[config.mk]
export PLATFORM = sky130hd
export DESIGN_NAME = fifo_wr_ctrl
export DESIGN_NICKNAME = d
export VERILOG_FILES = /design/src/rtl/fifo_wr_ctrl.sv
export SDC_FILE = /design/constraint.sdc
export NUM_CORES = 1
export LEC_CHECK = 0
export BUFFER_PORTS_ARGS = -buffer_cell sky130_fd_sc_hd__buf_2
export CELL_PAD_IN_SITES_DETAIL_PLACEMENT = 1
export CELL_PAD_IN_SITES_GLOBAL_PLACEMENT = 2
export CORE_MARGIN = 2
export CORE_UTILIZATION = 21
export CTS_CLUSTER_DIAMETER = 40
export DETAILED_ROUTE_END_ITERATION = 12
export PLACE_DENSITY = 0.85
export SLEW_MARGIN = 20
export SYNTH_ARGS = -nofsm -noshare
export SYNTH_HDL_FRONTEND = slang
export SYNTH_SLANG_ARGS = --single-unit
[constraint.sdc]
create_clock -name wrt_clk -period 2.4 [get_ports wrt_clk]
set_input_delay 0.36 -clock wrt_clk [delete_from_list [all_inputs] [get_ports wrt_clk]]
set_output_delay 0.36 -clock wrt_clk [all_outputs]
set_load 0.02 [all_outputs]
[src/rtl/fifo_wr_ctrl.sv]
// Write-side controller of the dual-clock FIFO: producer handshake, storage write port,
// Gray pointer export and synchronised read-pointer import. Optional FIFO_WR_ALMOST_FULL_EN adds almost_full.
module fifo_wr_ctrl #(
    parameter int DEPTH       = 16,
    parameter int WIDTH       = 32,
    parameter int SYNC_STAGES = 2,
    parameter int AF_THRESH   = 12
) (
    input  logic                         wrt_clk,
    input  logic                         reset,
    input  logic                         in_valid,
    input  logic [WIDTH-1:0]             in_data,
    output logic                         in_ready,
    input  logic [$clog2(DEPTH):0]       rd_ptr_gray,
    output logic                         wr_en,
    output logic [$clog2(DEPTH)-1:0]     wr_addr,
    output logic [WIDTH-1:0]             wr_data,
    output logic [$clog2(DEPTH):0]       wr_ptr_gray,
    output logic                         full,
`ifdef FIFO_WR_ALMOST_FULL_EN
    output logic                         almost_full,
`endif
    output logic [$clog2(DEPTH):0]       level
);

    localparam int PTR_WIDTH = $clog2(DEPTH);
    localparam logic [PTR_WIDTH:0] FULL_LVL = (PTR_WIDTH+1)'(DEPTH);

    function automatic logic [PTR_WIDTH:0] gray2bin(input logic [PTR_WIDTH:0] g);
        logic [PTR_WIDTH:0] b;
        b[PTR_WIDTH] = g[PTR_WIDTH];
        for (int i = PTR_WIDTH - 1; i >= 0; i--) begin
            b[i] = b[i+1] ^ g[i];
        end
        return b;
    endfunction

    logic [PTR_WIDTH:0] wr_bin_q, wr_bin_d;
    logic [PTR_WIDTH:0] wr_gray_q, wr_gray_d;
    logic [PTR_WIDTH:0] sync_q [SYNC_STAGES];
    logic [PTR_WIDTH:0] rd_bin_s;
    logic [PTR_WIDTH:0] level_q, level_d;
    logic               full_q, full_d;
    logic               push;

    assign in_ready = ~reset & ~full_q;
    assign push     = in_valid & in_ready;

    assign wr_en   = push;
    assign wr_addr = wr_bin_q[PTR_WIDTH-1:0];
    assign wr_data = in_data;

    // Status is computed from the post-write pointer so the filling write sets full on its own edge.
    always_comb begin
        wr_bin_d  = wr_bin_q + {{PTR_WIDTH{1'b0}}, push};
        wr_gray_d = wr_bin_d ^ (wr_bin_d >> 1);
        rd_bin_s  = gray2bin(sync_q[SYNC_STAGES-1]);
        level_d   = wr_bin_d - rd_bin_s;
        full_d    = (level_d == FULL_LVL);
    end

    always_ff @(posedge wrt_clk or posedge reset) begin
        if (reset) begin
            wr_bin_q  <= '0;
            wr_gray_q <= '0;
            level_q   <= '0;
            full_q    <= 1'b0;
        end else begin
            wr_bin_q  <= wr_bin_d;
            wr_gray_q <= wr_gray_d;
            level_q   <= level_d;
            full_q    <= full_d;
        end
    end

    always_ff @(posedge wrt_clk or posedge reset) begin
        if (reset) begin
            for (int i = 0; i < SYNC_STAGES; i++) begin
                sync_q[i] <= '0;
            end
        end else begin
            sync_q[0] <= rd_ptr_gray;
            for (int i = 1; i < SYNC_STAGES; i++) begin
                sync_q[i] <= sync_q[i-1];
            end
        end
    end

    assign wr_ptr_gray = wr_gray_q;
    assign full        = full_q;
    assign level       = level_q;

`ifdef FIFO_WR_ALMOST_FULL_EN
    localparam logic [PTR_WIDTH:0] AF_LVL = (PTR_WIDTH+1)'(AF_THRESH);
    logic almost_full_q;

    // Advisory only; in_ready is gated by full alone.
    always_ff @(posedge wrt_clk or posedge reset) begin
        if (reset) begin
            almost_full_q <= 1'b0;
        end else begin
            almost_full_q <= (level_d >= AF_LVL);
        end
    end

    assign almost_full = almost_full_q;
`endif

endmodule
## Word-level counts from Yosys, hierarchy flattened

Cells that the tools add are included.

| storage, ports and cells | value |
|---|---|
| flip-flop bits (word level) | 26 |
| input bits | 40 |
| output and inout bits | 49 |

| operators by class | value |
|---|---|
| add/sub/neg operators | 2 |
| equal/unequal tests | 1 |
| bitwise logic cells | 9 |

Operator list:

| operator | number |
|---|---|
| adder 5 x 1 -> 5 bit | 1 |
| equality test 5 bit (second input constant) | 1 |
| subtractor 5 bit | 1 |
| bitwise XOR 5 x 4 -> 5 bit | 1 |
| bitwise XOR 1 bit | 4 |
| bitwise AND 1 bit | 2 |
| inverter 1 bit | 2 |

## Depth between registers and ports, before layout

| logic depth | value |
|---|---|
| depth after elaboration | 6 |
| gate-level depth with buffers | 11 |
| depth with buffers taken out | 10 |

## Least setup slack after synthesis

Ideal clock, no wire load.

| timing path | value |
|---|---|
| path type | register to register |
| start | reg full_q (netlist: full) |
| end | reg full_q (netlist: full) |
| library setup time | 94 ps |
| arrival | 3162 ps |
| path slack | -855 ps |
| stages on the path, launching flop included | 12 |
| period minus slack after synthesis | 3255 ps |
| path through | dfrtp_1 -> nor2_1 -> and2_1 -> ha_1 -> ha_1 -> buf_6 -> xor2_1 -> xor2_1 -> ha_1 -> a2111oi_0 -> or4_1 -> a221oi_2 |

| on the way | value |
|---|---|
| cells in the longest elaborated chain, start to end | 6 |

Ends and longest elaborated chain:

| what | line | RTL |
|---|---|---|
| start, declared | 43 | `logic full_q, full_d;` |
| start signal, assigned | 72 | `full_q <= full_d;` |
| inverter 1 bit | 46 | `assign in_ready = ~reset & ~full_q;` |
| bitwise AND 1 bit | 46 |  |
| net in_ready | 13 | `output logic in_ready,` |
| bitwise AND 1 bit | 47 | `assign push = in_valid & in_ready;` |
| net wr_en | 15 | `output logic wr_en,` |
| adder 5 x 1 -> 5 bit | 55 | `wr_bin_d = wr_bin_q + {{PTR_WIDTH{1'b0}}, push};` |
| net wr_bin_d[1] | 38 | `logic [PTR_WIDTH:0] wr_bin_q, wr_bin_d;` |
| subtractor 5 bit | 58 | `level_d = wr_bin_d - rd_bin_s;` |
| equality test 5 bit | 59 | `full_d = (level_d == FULL_LVL);` |
| net full_d | 43 |  |

The timed path passes the listed nets, and every way through them passes these cells.

## Worst setup path after layout

| timing path | value |
|---|---|
| start | reg full_q (netlist: full) |
| end | reg full_q (netlist: full) |

| on the way | value |
|---|---|
| cells in the longest elaborated chain, start to end | 6 |

Ends and longest elaborated chain:

| what | line |
|---|---|
| inverter 1 bit | 46 |
| bitwise AND 1 bit | 46 |
| bitwise AND 1 bit | 47 |
| adder 5 x 1 -> 5 bit | 55 |
| net wr_bin_d[1] | 38 |
| subtractor 5 bit | 58 |
| equality test 5 bit | 59 |
| net full_d | 43 |

The timed path passes the listed nets, and every way through them passes these cells.

==> run metrics <==
Core Area roughly 6400 um^2; final worst setup slack -0.0412 ns; failing checks negative setup slack; Post-Synth Adder-Cell Area 0.0541; CP bufs+invs 0; crit path cell chain nor2_4, and2_4, ha_4, ha_4, xor2_4, xor2_1, ha_2, a2111oi_4, or4_4, a221oi_2; Die Height 85.3 um; number of synthesized register bits 25; Max stage delay on crit path 0.51 ns; Compound-Gate Fraction of Synth Area 0.0550; global-route wire length before repair roughly 4.4 mm; Clk pin slew, worst setup/hold paths around 0.090 ns; vias roughly 800; CTS sink count 25; status finished, violations left; Initial Util 0.217; Crit path max-delay family simple AND/OR/NAND/NOR gates; Final Max Tran Viols 0; Num CTS Buffers 3; Die ar. 7270 um^2; Seq/Total Area, Yosys 0.451; max-cap viol count 0; DP HPWL between 1.5 and 2 mm; largest net degree at the start of global routing 14; # fillers 723; crit end category flip-flop; xor and xnor area share after synthesis 0.137; Post-Syn Instances between 100 and 150; post-route cell area 1650 um^2; DP Area 1550 um^2; Die W 85.3 um; Synth Area per Inst 11.8 um^2; Fin Clk Skew 0.00667 ns; final period utilization 1.02; CTS tree yes; clock latency on the worst-skew pair 0.28 ns; Final Hold Vio Count 0; peak supply drop 565 uV; hold buffers post-CTS 0; diode count 0; worst hold margin 0.114 ns; maximum root-to-sink buffer count 2; largest family of logic cells by synthesized area buffers and inverters; H-tree depth 1; leakage power 0.749 nW; Hold WC Path Type primary input to async pin; Root Buffer clkbuf_8; nets@finish between 150 and 200; cell mode on critical path ha_4; Post-route DRC 0; GRT Residual Overflow 0; Post-Syn Area 1390 um^2; fmax 410 MHz; # port buffers 24; total power 2.31 mW; Critical Path RT ~2.6 ns; RSZ-0062 raised after global routing yes; Cell Pwr Density 1400 nW/um^2; synth warn 0; Routability Congestion around 0.76; area share of the largest cell type after synthesis 0.451; Yosys cell types 31; Simple-Gate Fraction of Synth Area 0.100; Rows 29; drt pass-1 iters 2; crit start category flip-flop; Setup-failing EPs final 1; max_slew headroom 0.656; slowest stage cell on the critical path or4_4; IO Count just under 90; mux cell area share after synthesis 0; layout cell share with drive strength beyond 1 0.508; number of global-route vias before repair 906; Worst EP arrival 2.63 ns; DR WL/cell 12.3 um; gr usage total 0.0766; DRT iter0 DRCs 14; Setup Fix Bufs, Post-CTS 0; DR vias/cell 3.87; worst-path fanout max 2; cell accounting for the most synthesized area dfrtp_1; initial antenna violation count 0; most frequent cells in the layout buf_2 (24), dfrtp_1 (24), buf_4 (17); post-route ant nets 0; post-layout minimum cycle time between 2 and 2.5 ns; Worst Tran Pin Value 0.512 ns; Area Overhead vs Synth 18.8%; final WL 2.55 mm; critical path type flip-flop to flip-flop; syn_nets 164; Synth area leaders dfrtp_1 (45%), buf_4 (18%), xor2_1 (6.3%)
cell type report:
| cell class | instances | area (um^2) | area share |
|---|---|---|---|
| inverter | 6 | 22.5 | 0.0137 |
| multi-input combinational | 53 | 598 | 0.363 |
| clock buffer | 4 | 45.0 | 0.0273 |
| timing repair buffer | 42 | 259 | 0.157 |
| tap | 77 | 96.3 | 0.0585 |
| sequential | 25 | 627 | 0.380 |
logic make-up after synthesis:
kind of cell / count (synthesis)
XOR/XNOR: 17
adder cells (fa/ha/maj): 6
AO/OA/AOI/OAI: 9
buffers and inverters: 40
AND/OR/NAND/NOR: 21
flip-flops: 25
per-layer routing:
metal  GRT usage  vias to the layer above  share of wire
met5           0                        -              0
met4      0.0332                        0          0.015
met3      0.0263                        9          0.085
met2       0.125                       29           0.48
met1      0.0914                      384           0.42
li1            -                      380              -
flip-flops by register name, indices dropped and copies added, names as in the netlist:
signal / count
rd_bin_s: 1
full: 1
wr_ptr_gray: 4
sync_q: 9
wr_bin_q: 5
level: 5
timing repair:
action,in CTS,in global routing
cloned,0,0
setup endpoints to repair,2,3
endpoints found under the hold margin,0,0
pin swaps,11,11
resized for setup,4,5
power by group:
group	internal (mW)	switching, mW
logic	0.687	0.739
registers	0.564	0.0651
clock network	0.119	0.134
total	1.37	0.938
worst register-to-register path: cells and delay by family (launching register included):
family                     cells  cell delay, ns
and+or+nand+nor                3            0.69
xor gates and xnor gates       2            0.33
DFF                            1            0.39
adders and majority gates      3            0.69
AOI/OAI and AO/OA              2            0.27
cell usage after synthesis, drive strengths merged:
cell,n
ha,6
o21ai,1
nand3b,2
a221oi,1
xor2,11
a21oi,1
and3,1
nand3,3
xnor2,5
o31ai,1
nor2,7
o211a,1
a211oi,1
xnor3,1
nand2,1
a2111oi,1
or4,1
or4b,1
o31a,1
nor3,1
nor4b,1
buf,34
and2,3
dfrtp,25
inv,6
o41ai,1
path summary, 6_finish.rpt:
check / end / slack [ns] / startpoint / cells past startpoint
worst min register to register: sync_q[3]$_DFF_PP0_ / 0.35 / sync_q[8]$_DFF_PP0_ / 0
worst min-delay path: level[3]$_DFF_PP0_ / 0.11 / reset / 2
min in group wrt_clk: sync_q[8]$_DFF_PP0_ / 0.19 / rd_ptr_gray[3] / 1
worst max register to register: full$_DFF_PP0_ / -0.04 / full$_DFF_PP0_ / 10
worst max-delay path: full$_DFF_PP0_ / -0.04 / full$_DFF_PP0_ / 10
max in group asynchronous: sync_q[3]$_DFF_PP0_ / 1.73 / reset / 3
per-stage QoR:
| step | utilization | setup TNS (ns) | cells | setup WS [ns] |
|---|---|---|---|---|
| 2_1_floorplan | - | -0.876 | 118 | -0.392 |
| 3_3_place_gp | 0.243 | -0.177 | 203 | -0.116 |
| 3_5_place_dp | 0.243 | -0.215 | 203 | -0.140 |
| 4_1_cts | 0.252 | -0.0876 | 207 | -0.0876 |
| 5_1_grt | 0.258 | -0.218 | 207 | -0.165 |
| 6_report | 0.258 | -0.0412 | 207 | -0.0412 |
Power figures use the tool's default switching activity.
